===== src/rtl/memory_access.sv =====
// Memory-stage load/store unit: decodes execute-stage memory ops, issues one
// data-memory request with an ack timeout, and returns the extended load result.
module memory_access #(
    parameter int unsigned TIMEOUT = 16
) (
    input  logic        clock,
    input  logic        reset,
    input  logic        valid,
    input  logic [31:0] instruction,
    input  logic [31:0] alu_res,
    input  logic [31:0] reg_2,
    output logic        dmem_req,
    output logic        dmem_we,
    output logic [31:0] dmem_addr,
    output logic [31:0] dmem_wdata,
    output logic [3:0]  dmem_be,
    input  logic        dmem_ack,
    input  logic [31:0] dmem_rdata,
    output logic        stall,
    output logic        done,
    output logic [31:0] load_data,
    output logic        load_wen,
    output logic [4:0]  rd_out,
    output logic [1:0]  fault_code
);

    localparam int unsigned CNT_W     = (TIMEOUT > 1) ? $clog2(TIMEOUT) : 1;
    localparam logic [6:0]  OPC_LOAD  = 7'b0000011;
    localparam logic [6:0]  OPC_STORE = 7'b0100011;

    typedef enum logic [1:0] {
        S_IDLE,
        S_ACCESS,
        S_DONE
    } state_e;

    state_e             state_q;
    logic [CNT_W-1:0]   cnt_q;
    logic [2:0]         f3_q;
    logic               is_load_q;
    logic [1:0]         addr_lo_q;
    logic [4:0]         rd_q;

    logic               req_q;
    logic               we_q;
    logic [31:0]        addr_q;
    logic [31:0]        wdata_q;
    logic [3:0]         be_q;
    logic               done_q;
    logic [31:0]        load_data_q;
    logic               load_wen_q;
    logic [4:0]         rd_out_q;
    logic [1:0]         fault_q;

    logic               is_load_c;
    logic               is_store_c;
    logic               mem_op_c;
    logic [2:0]         f3_c;
    logic               illegal_c;
    logic               misalign_c;
    logic [3:0]         st_be_c;
    logic [31:0]        st_wdata_c;
    logic [7:0]         byte_c;
    logic [15:0]        half_c;
    logic [31:0]        load_ext_c;
    logic               unused_ok;

    assign unused_ok = ^instruction[31:15];

    // Decode of the execute-stage instruction and store lane formatting
    always_comb begin
        is_load_c  = (instruction[6:0] == OPC_LOAD);
        is_store_c = (instruction[6:0] == OPC_STORE);
        mem_op_c   = is_load_c || is_store_c;
        f3_c       = instruction[14:12];
        illegal_c  = 1'b0;
        if (is_load_c) begin
            illegal_c = (f3_c == 3'b011) || (f3_c[2:1] == 2'b11);
        end
        if (is_store_c) begin
            illegal_c = f3_c[2] || (f3_c[1:0] == 2'b11);
        end
        misalign_c = ((f3_c[1:0] == 2'b01) && alu_res[0]) ||
                     ((f3_c[1:0] == 2'b10) && (alu_res[1:0] != 2'b00));
        case (f3_c[1:0])
            2'b00: begin
                st_be_c    = 4'b0001 << alu_res[1:0];
                st_wdata_c = {4{reg_2[7:0]}};
            end
            2'b01: begin
                st_be_c    = alu_res[1] ? 4'b1100 : 4'b0011;
                st_wdata_c = {2{reg_2[15:0]}};
            end
            default: begin
                st_be_c    = 4'b1111;
                st_wdata_c = reg_2;
            end
        endcase
        if (is_load_c) begin
            st_be_c    = 4'b1111;
            st_wdata_c = '0;
        end
    end

    // Lane select and sign/zero extension of the returned read word
    always_comb begin
        byte_c = 8'(dmem_rdata >> {addr_lo_q, 3'b000});
        half_c = 16'(dmem_rdata >> {addr_lo_q[1], 4'b0000});
        case (f3_q)
            3'b000:  load_ext_c = {{24{byte_c[7]}}, byte_c};
            3'b001:  load_ext_c = {{16{half_c[15]}}, half_c};
            3'b100:  load_ext_c = {24'h000000, byte_c};
            3'b101:  load_ext_c = {16'h0000, half_c};
            default: load_ext_c = dmem_rdata;
        endcase
        if (!is_load_q) begin
            load_ext_c = '0;
        end
    end

    assign stall = (state_q != S_IDLE) || (valid && mem_op_c);

    always_ff @(posedge clock) begin
        if (reset) begin
            state_q     <= S_IDLE;
            cnt_q       <= '0;
            f3_q        <= '0;
            is_load_q   <= 1'b0;
            addr_lo_q   <= '0;
            rd_q        <= '0;
            req_q       <= 1'b0;
            we_q        <= 1'b0;
            addr_q      <= '0;
            wdata_q     <= '0;
            be_q        <= '0;
            done_q      <= 1'b0;
            load_data_q <= '0;
            load_wen_q  <= 1'b0;
            rd_out_q    <= '0;
            fault_q     <= '0;
        end else begin
            case (state_q)
                S_IDLE: begin
                    if (valid && mem_op_c) begin
                        f3_q      <= f3_c;
                        is_load_q <= is_load_c;
                        addr_lo_q <= alu_res[1:0];
                        rd_q      <= instruction[11:7];
                        cnt_q     <= '0;
                        if (illegal_c || misalign_c) begin
                            state_q     <= S_DONE;
                            done_q      <= 1'b1;
                            fault_q     <= illegal_c ? 2'b11 : 2'b01;
                            load_data_q <= '0;
                            load_wen_q  <= 1'b0;
                            rd_out_q    <= instruction[11:7];
                        end else begin
                            state_q <= S_ACCESS;
                            req_q   <= 1'b1;
                            we_q    <= is_store_c;
                            addr_q  <= {alu_res[31:2], 2'b00};
                            wdata_q <= st_wdata_c;
                            be_q    <= st_be_c;
                        end
                    end
                end
                S_ACCESS: begin
                    // An ack arriving in the last allowed cycle still completes normally
                    if (dmem_ack) begin
                        state_q     <= S_DONE;
                        req_q       <= 1'b0;
                        done_q      <= 1'b1;
                        fault_q     <= 2'b00;
                        load_data_q <= load_ext_c;
                        load_wen_q  <= is_load_q;
                        rd_out_q    <= rd_q;
                        cnt_q       <= '0;
                    end else if (cnt_q == CNT_W'(TIMEOUT - 1)) begin
                        state_q     <= S_DONE;
                        req_q       <= 1'b0;
                        done_q      <= 1'b1;
                        fault_q     <= 2'b10;
                        load_data_q <= '0;
                        load_wen_q  <= 1'b0;
                        rd_out_q    <= rd_q;
                        cnt_q       <= '0;
                    end else begin
                        cnt_q <= cnt_q + CNT_W'(1);
                    end
                end
                S_DONE: begin
                    state_q    <= S_IDLE;
                    done_q     <= 1'b0;
                    load_wen_q <= 1'b0;
                end
                default: begin
                    state_q <= S_IDLE;
                end
            endcase
        end
    end

    assign dmem_req   = req_q;
    assign dmem_we    = we_q;
    assign dmem_addr  = addr_q;
    assign dmem_wdata = wdata_q;
    assign dmem_be    = be_q;
    assign done       = done_q;
    assign load_data  = load_data_q;
    assign load_wen   = load_wen_q;
    assign rd_out     = rd_out_q;
    assign fault_code = fault_q;

endmodule


===== config.mk =====
export PLATFORM = sky130hd
export DESIGN_NAME = memory_access
export DESIGN_NICKNAME = d
export VERILOG_FILES = /design/src/rtl/memory_access.sv
export SDC_FILE = /design/constraint.sdc
export NUM_CORES = 1
export LEC_CHECK = 0
export BUFFER_PORTS_ARGS = -buffer_cell sky130_fd_sc_hd__buf_2
export CORE_ASPECT_RATIO = 1.5
export CORE_MARGIN = 10
export CORE_UTILIZATION = 42
export CTS_CLUSTER_DIAMETER = 200
export DETAILED_ROUTE_END_ITERATION = 7
export PLACE_DENSITY_LB_ADDON = 0.05
export SLEW_MARGIN = 30
export SYNTH_ARGS = -nofsm -noshare
export SYNTH_HDL_FRONTEND = slang
export SYNTH_SLANG_ARGS = --single-unit

===== constraint.sdc =====
create_clock -name clock -period 2 [get_ports clock]
set_input_delay 0.6 -clock clock [delete_from_list [all_inputs] [get_ports clock]]
set_output_delay 0.6 -clock clock [all_outputs]
set_load 0.01 [all_outputs]

# After elaboration in Yosys (flattened, before gate mapping)
# Index checks and enable logic that the tools add are counted.
# Widths: inputs -> output; s select.
[word_totals]
out_inout_bits = 112
wordCells = 108
register_bits = 126
in_bits = 132
[op_classes]
n_addsub = 1
muxes = 47
reduce_logical = 23
eq_ne = 17
bitwise_logic = 1
n_shift = 3
[ops]
columns = ["op", "count"]
rows = [
  ["$mux 32", 6],
  ["$pmux 32 s2", 2],
  ["$pmux 32 s4", 1],
  ["$shr 32x5->16", 1],
  ["$shr 32x5->8", 1],
  ["$mux 4", 5],
  ["$mux 5", 4],
  ["$mux 2", 8],
  ["$pmux 4 s2", 2],
  ["$mux 1", 13],
  ["$reduce_and 4->1", 3],
  ["$pmux 5 s2", 1],
  ["$eq 2x2->1 const B", 4],
  ["$pmux 2 s2", 2],
  ["$eq 7x2->1 const B", 1],
  ["$eq 7x6->1 const B", 1],
  ["$eq 3x3->1 const B", 2],
  ["$logic_or 1x1->1", 6],
  ["$ne 2x2->1 const B", 3],
  ["$pmux 1 s3", 2],
  ["$reduce_and 2->1", 3],
  ["$reduce_bool 2->1", 3],
  ["$add 4x1->4 const B", 1],
  ["$eq 2x1->1 const B", 2],
  ["other kinds (12)", 15],
]

# Longest topological paths before layout
[logic_depth]
depth_word = 8
ltp_mapped = 8
ltp_nobuf = 5

# Worst setup path after synthesis
# Ideal clock, no wire load.
[synth_timing]
path_kind = "input-to-reg"
startpoint = "input instruction[6]"
endpoint = "register load_data_q[10], in the netlist load_data[10]"
cell_stages = 6
t_required_ns = 1.883
setup_time_ns = 0.117
slack_ns = -0.101
path_buffers = 1
arrival_time_ns = 1.984
path_cell_list = "and4bb_2 > nand4bb_2 > a311oi_4 > nor2_2 > buf_6 > a22o_1"
[synth_via]
elab_chain_cells = 6
elab_cells_between_ends = 10
classes_between = "eq/ne (4); mux (2); reduce/logical (4)"
[synth_rtl]
columns = ["element", "line", "source"]
rows = [
  ["from (decl)", "9", "input logic [31:0] instruction,"],
  ["$eq 7x2->1", "72", "is_load_c = (instruction[6:0] == OPC_LOAD);"],
  ["$mux 1", "77", "if (is_load_c) begin"],
  ["$mux 1", "80", "if (is_store_c) begin"],
  ["$logic_or 1x1->1", "150", "if (illegal_c || misalign_c) begin"],
  ["$ne 2x2->1 (no line)", "-", ""],
  ["$reduce_and 4->1 (no line) (*)", "-", ""],
  ["to (signal assigned)", "174", "load_data_q <= load_ext_c;"],
  ["to (decl)", "50", "logic [31:0] load_data_q;"],
]
# Every way passes the cells marked *; elsewhere a longest branch is shown, timed or not.
# A chain may end at the register's enable or synchronous reset.

# Worst setup path in the final report
[layout_timing]
startpoint = "input instruction[6]"
endpoint = "output stall"
[layout_via]
elab_chain_cells = 4
elab_cells_between_ends = 5
classes_between = "eq/ne (2); reduce/logical (3)"
[layout_rtl]
columns = ["element", "line", "source"]
rows = [
  ["$eq 7x2->1 or $eq 7x6->1 (tied branches)", "72, 73", ""],
  ["$logic_or 1x1->1 (*)", "74", "mem_op_c = is_load_c || is_store_c;"],
  ["$logic_and 1x1->1 (*)", "121", "assign stall = (state_q != S_IDLE) || (valid && mem_op_c);"],
  ["$logic_or 1x1->1 (*)", "121", ""],
  ["to (decl)", "19", "output logic stall,"],
]
# Marks and branches as above.

==> metrics.txt <==
Sequential Power Share=between 40% and 50%; warnings from Yosys=0; Largest stage delay, worst path=330 ps; MaxCap Viol Count=0; Final min period=about 2000 ps; # nets final=between 900 and 1k; worst setup margin=-2.72 ps; clock skew=~9.5 ps; Via density=around 5.2; synth-to-layout area growth=41.8%; combinational share of power=under 10%; failing checks=negative setup slack; final setup vio count=1; DR WL/cell=17.7 microns; met2 Use GR=about a third; CTS tree=yes; Synth top area share=47.2%; relative slew slack=between 50% and 60%; Top Usage Layer GRT=met2; Port Buf Inserts=around 220; met3 Use GR=between 7 and 8%; worst-path cell chain=buf_6 > and4bb_2 > buf_6 > nand3_4 > nand2_2 > buf_6; layout cells sized above 1=between 30% and 40%; row count=50; final hold vios=0; arrival time worst endpoint=1400 ps; I/O Pins=244; first drt pass iteration count=4; cells after synthesis=595; M1 GR Usage=20.1%; sequential fraction of the synthesis area=between 40% and 50%; cell taking the most area after synthesis=dfxtp_1; initial antenna violation count=2; hold_sp=alu_res[30]; Slew @ Worst Pin=722 ps; DIE HEIGHT=between 150 and 200 microns; maximum fanout along the worst path=2; Global Route Usage Sum=~19%; worst hold path class=input pin to flop; clk sink count=126; clk root buf=clkbuf_16; Finished Cell Area=roughly 0.0076 sq mm; Fin Setup TNS=-2.72 ps; static leakage=roughly 0.0034 uW; worst r2r src=state_q[0]$_SDFFE_PP0P_; R2R setup slack=~160 ps; core area=about 0.012 sq mm; Post-synth EDFFs=0; hold path endpoint=dmem_addr[30]$_SDFFE_PP0P_; synth cell count leaders=dfxtp_1 (126), nand2_1 (107), a21oi_1 (70), o2bb2ai_1 (48), nor2_1 (36); Tcrit/Tclk final=100%; R2R depth=6; status=complete, but fails checks; Setup WS pre-CTS=-316 ps; post-DP HPWL=approximately 14,000 microns; die area=~0.018 sq mm; Net Sw Frac=between 20% and 30%; antenna viol nets, final=0; Synth async-reset ratio=0%; post-synth cell types=50; cell count of the worst hold path=3; Crit Path Category=input pin to primary output; fmax=between 400 and 500 MHz; Net Sw Power=1350 uW; pin count of the biggest net entering global routing=40; share of power burned in the clock network=a little over half; Crit path top cell by count=buf_6; clk_lat worst skew=just over 400 ps; synth top area cells=dfxtp_1 (47%), o2bb2ai_1 (7.9%), nand2_1 (7.5%); Routed WL=approximately 18,000 microns; Post-DP Area=approximately 0.0068 sq mm; Overflow after GRT=0; Worst setup startpoint=instruction[6]; RR Endpoint=dmem_wdata[15]$_SDFFE_PP0P_; unrepaired setup endpoints after global routing=yes; Pint=just under 5000 uW; CP Launch Type=input pin; Reg clk slew, reported paths=60 ps; first-pass GRT wire length=roughly 28,000 microns; 1st-iter DRT viols=~270; clk buf depth=2; Post-synth top flop=dfxtp_1; Initial Util=a little over two fifths; pwr dens=between 800 and 900 mW/mm^2; GPL Wtd Cong=between 0.8 and 0.9; TritonCTS buffer count=17; Avg Cell Area, Syn=8.98 sq um; width of the die=between 100 and 150 microns; Pins Over Slew Limit=0; Max VDD drop=around 0.54 mV; # DRC=0; WP data required=~1400 ps; Post-Syn Area=about 0.0053 sq mm; FF+latch count, synth=between 100 and 150; count leader, synth=dfxtp_1; H-tree depth=4; final core occ=between 60% and 70%; Hold Buf Count CTS=0; via count=around 5.3k; vias in the first global route=between 5k and 6k; CP Capture Type=primary output; Slowest cell on crit path=and4bb_2
## power groups by stage
stage | clock network (uW) | registers (uW) | logic [uW]
finish | 3380 | 2520 | 376
global route | 3560 | 2520 | 411
CTS | 3440 | 2520 | 375
detailed placement | 0 | 2570 | 367
global placement | 0 | 2570 | 360
floorplan | 0 | 2570 | 151
## sequential cells by signal, summed over array words and instances (netlist names), 3 cells and up
name and count:
dmem_be 4, load_data 32, cnt_q 4, rd_q 5, dmem_addr 30, f3_q 3, rd_out 5, dmem_wdata 32
## per-layer routing
| metal | vias up | part of all wire [%] |
|---|---|---|
| li1 | 2601 | - |
| met1 | 2441 | 38 |
| met2 | 180 | 51 |
| met3 | 34 | 7.5 |
| met4 | 0 | 2.7 |
| met5 | - | 0 |
## layout by cell type, fill, tap and decap left out, types with 12 or more instances in the layout
| master | instances |
|---|---|
| a22o_1 | 16 |
| o2bb2ai_1 | 48 |
| a21oi_1 | 70 |
| dfxtp_1 | 126 |
| buf_2 | 221 |
| nor2b_1 | 28 |
| nor2_1 | 32 |
| clkbuf_16 | 17 |
| nand2_1 | 106 |
| buf_4 | 39 |
| mux2i_1 | 12 |
| o21ai_0 | 17 |
## per-stage QoR
| stage | hold WS [ps] | power (uW) | instances |
|---|---|---|---|
| 5_1_grt | 415 | 6490 | 1009 |
| 3_3_place_gp | 439 | 2930 | 972 |
| 4_1_cts | 408 | 6330 | 1007 |
| 3_5_place_dp | 442 | 2940 | 972 |
| 2_1_floorplan | 437 | 2720 | 596 |
| 6_report | 424 | 6270 | 1009 |
## cell type report
class	instances	area, sq um
Antenna cell	1	2.50
Tap cell	156	195
Clock buffer	19	433
Inverter	3	11.3
Fill cell	1147	4880
Clock inverter	13	213
Sequential cell	126	2520
Multi-Input combinational cell	420	2630
Timing Repair Buffer	271	1570
## cells by family after synthesis
logic type	after synthesis	share of synthesized area, %
multiplexers	25	5.41
AND/OR/NAND/NOR	204	17.8
AO/OA/AOI/OAI	186	24.6
other	1	0.0702
buffers and inverters	50	4.31
XOR/XNOR	2	0.328
adder cells (fa/ha/maj)	1	0.234
flip-flops	126	47.2
## critical path, delay by kind of cell
family                 cells  cell delay (ps)
AND/OR/NAND/NOR            3              490
buffers and inverters      3              310
## worst max-delay path by stage
stage / end / slack (ps) / cells past startpoint
floorplan: load_data[10]$_SDFFE_PP0P_ / -60 / 6
global placement: dmem_wdata[20]$_SDFFE_PP0P_ / -270 / 5
detailed placement: dmem_wdata[16]$_SDFFE_PP0P_ / -320 / 5
CTS: stall / -0.5 / 6
global route: stall / -20 / 6
finish: stall / -3 / 6
## timing repair
action	in CTS	in global routing
resized for setup	6	6
pin swaps	1	1
setup buffers	3	1
setup endpoints to repair	1	24
Note: power is estimated with default switching activity, not from simulation.
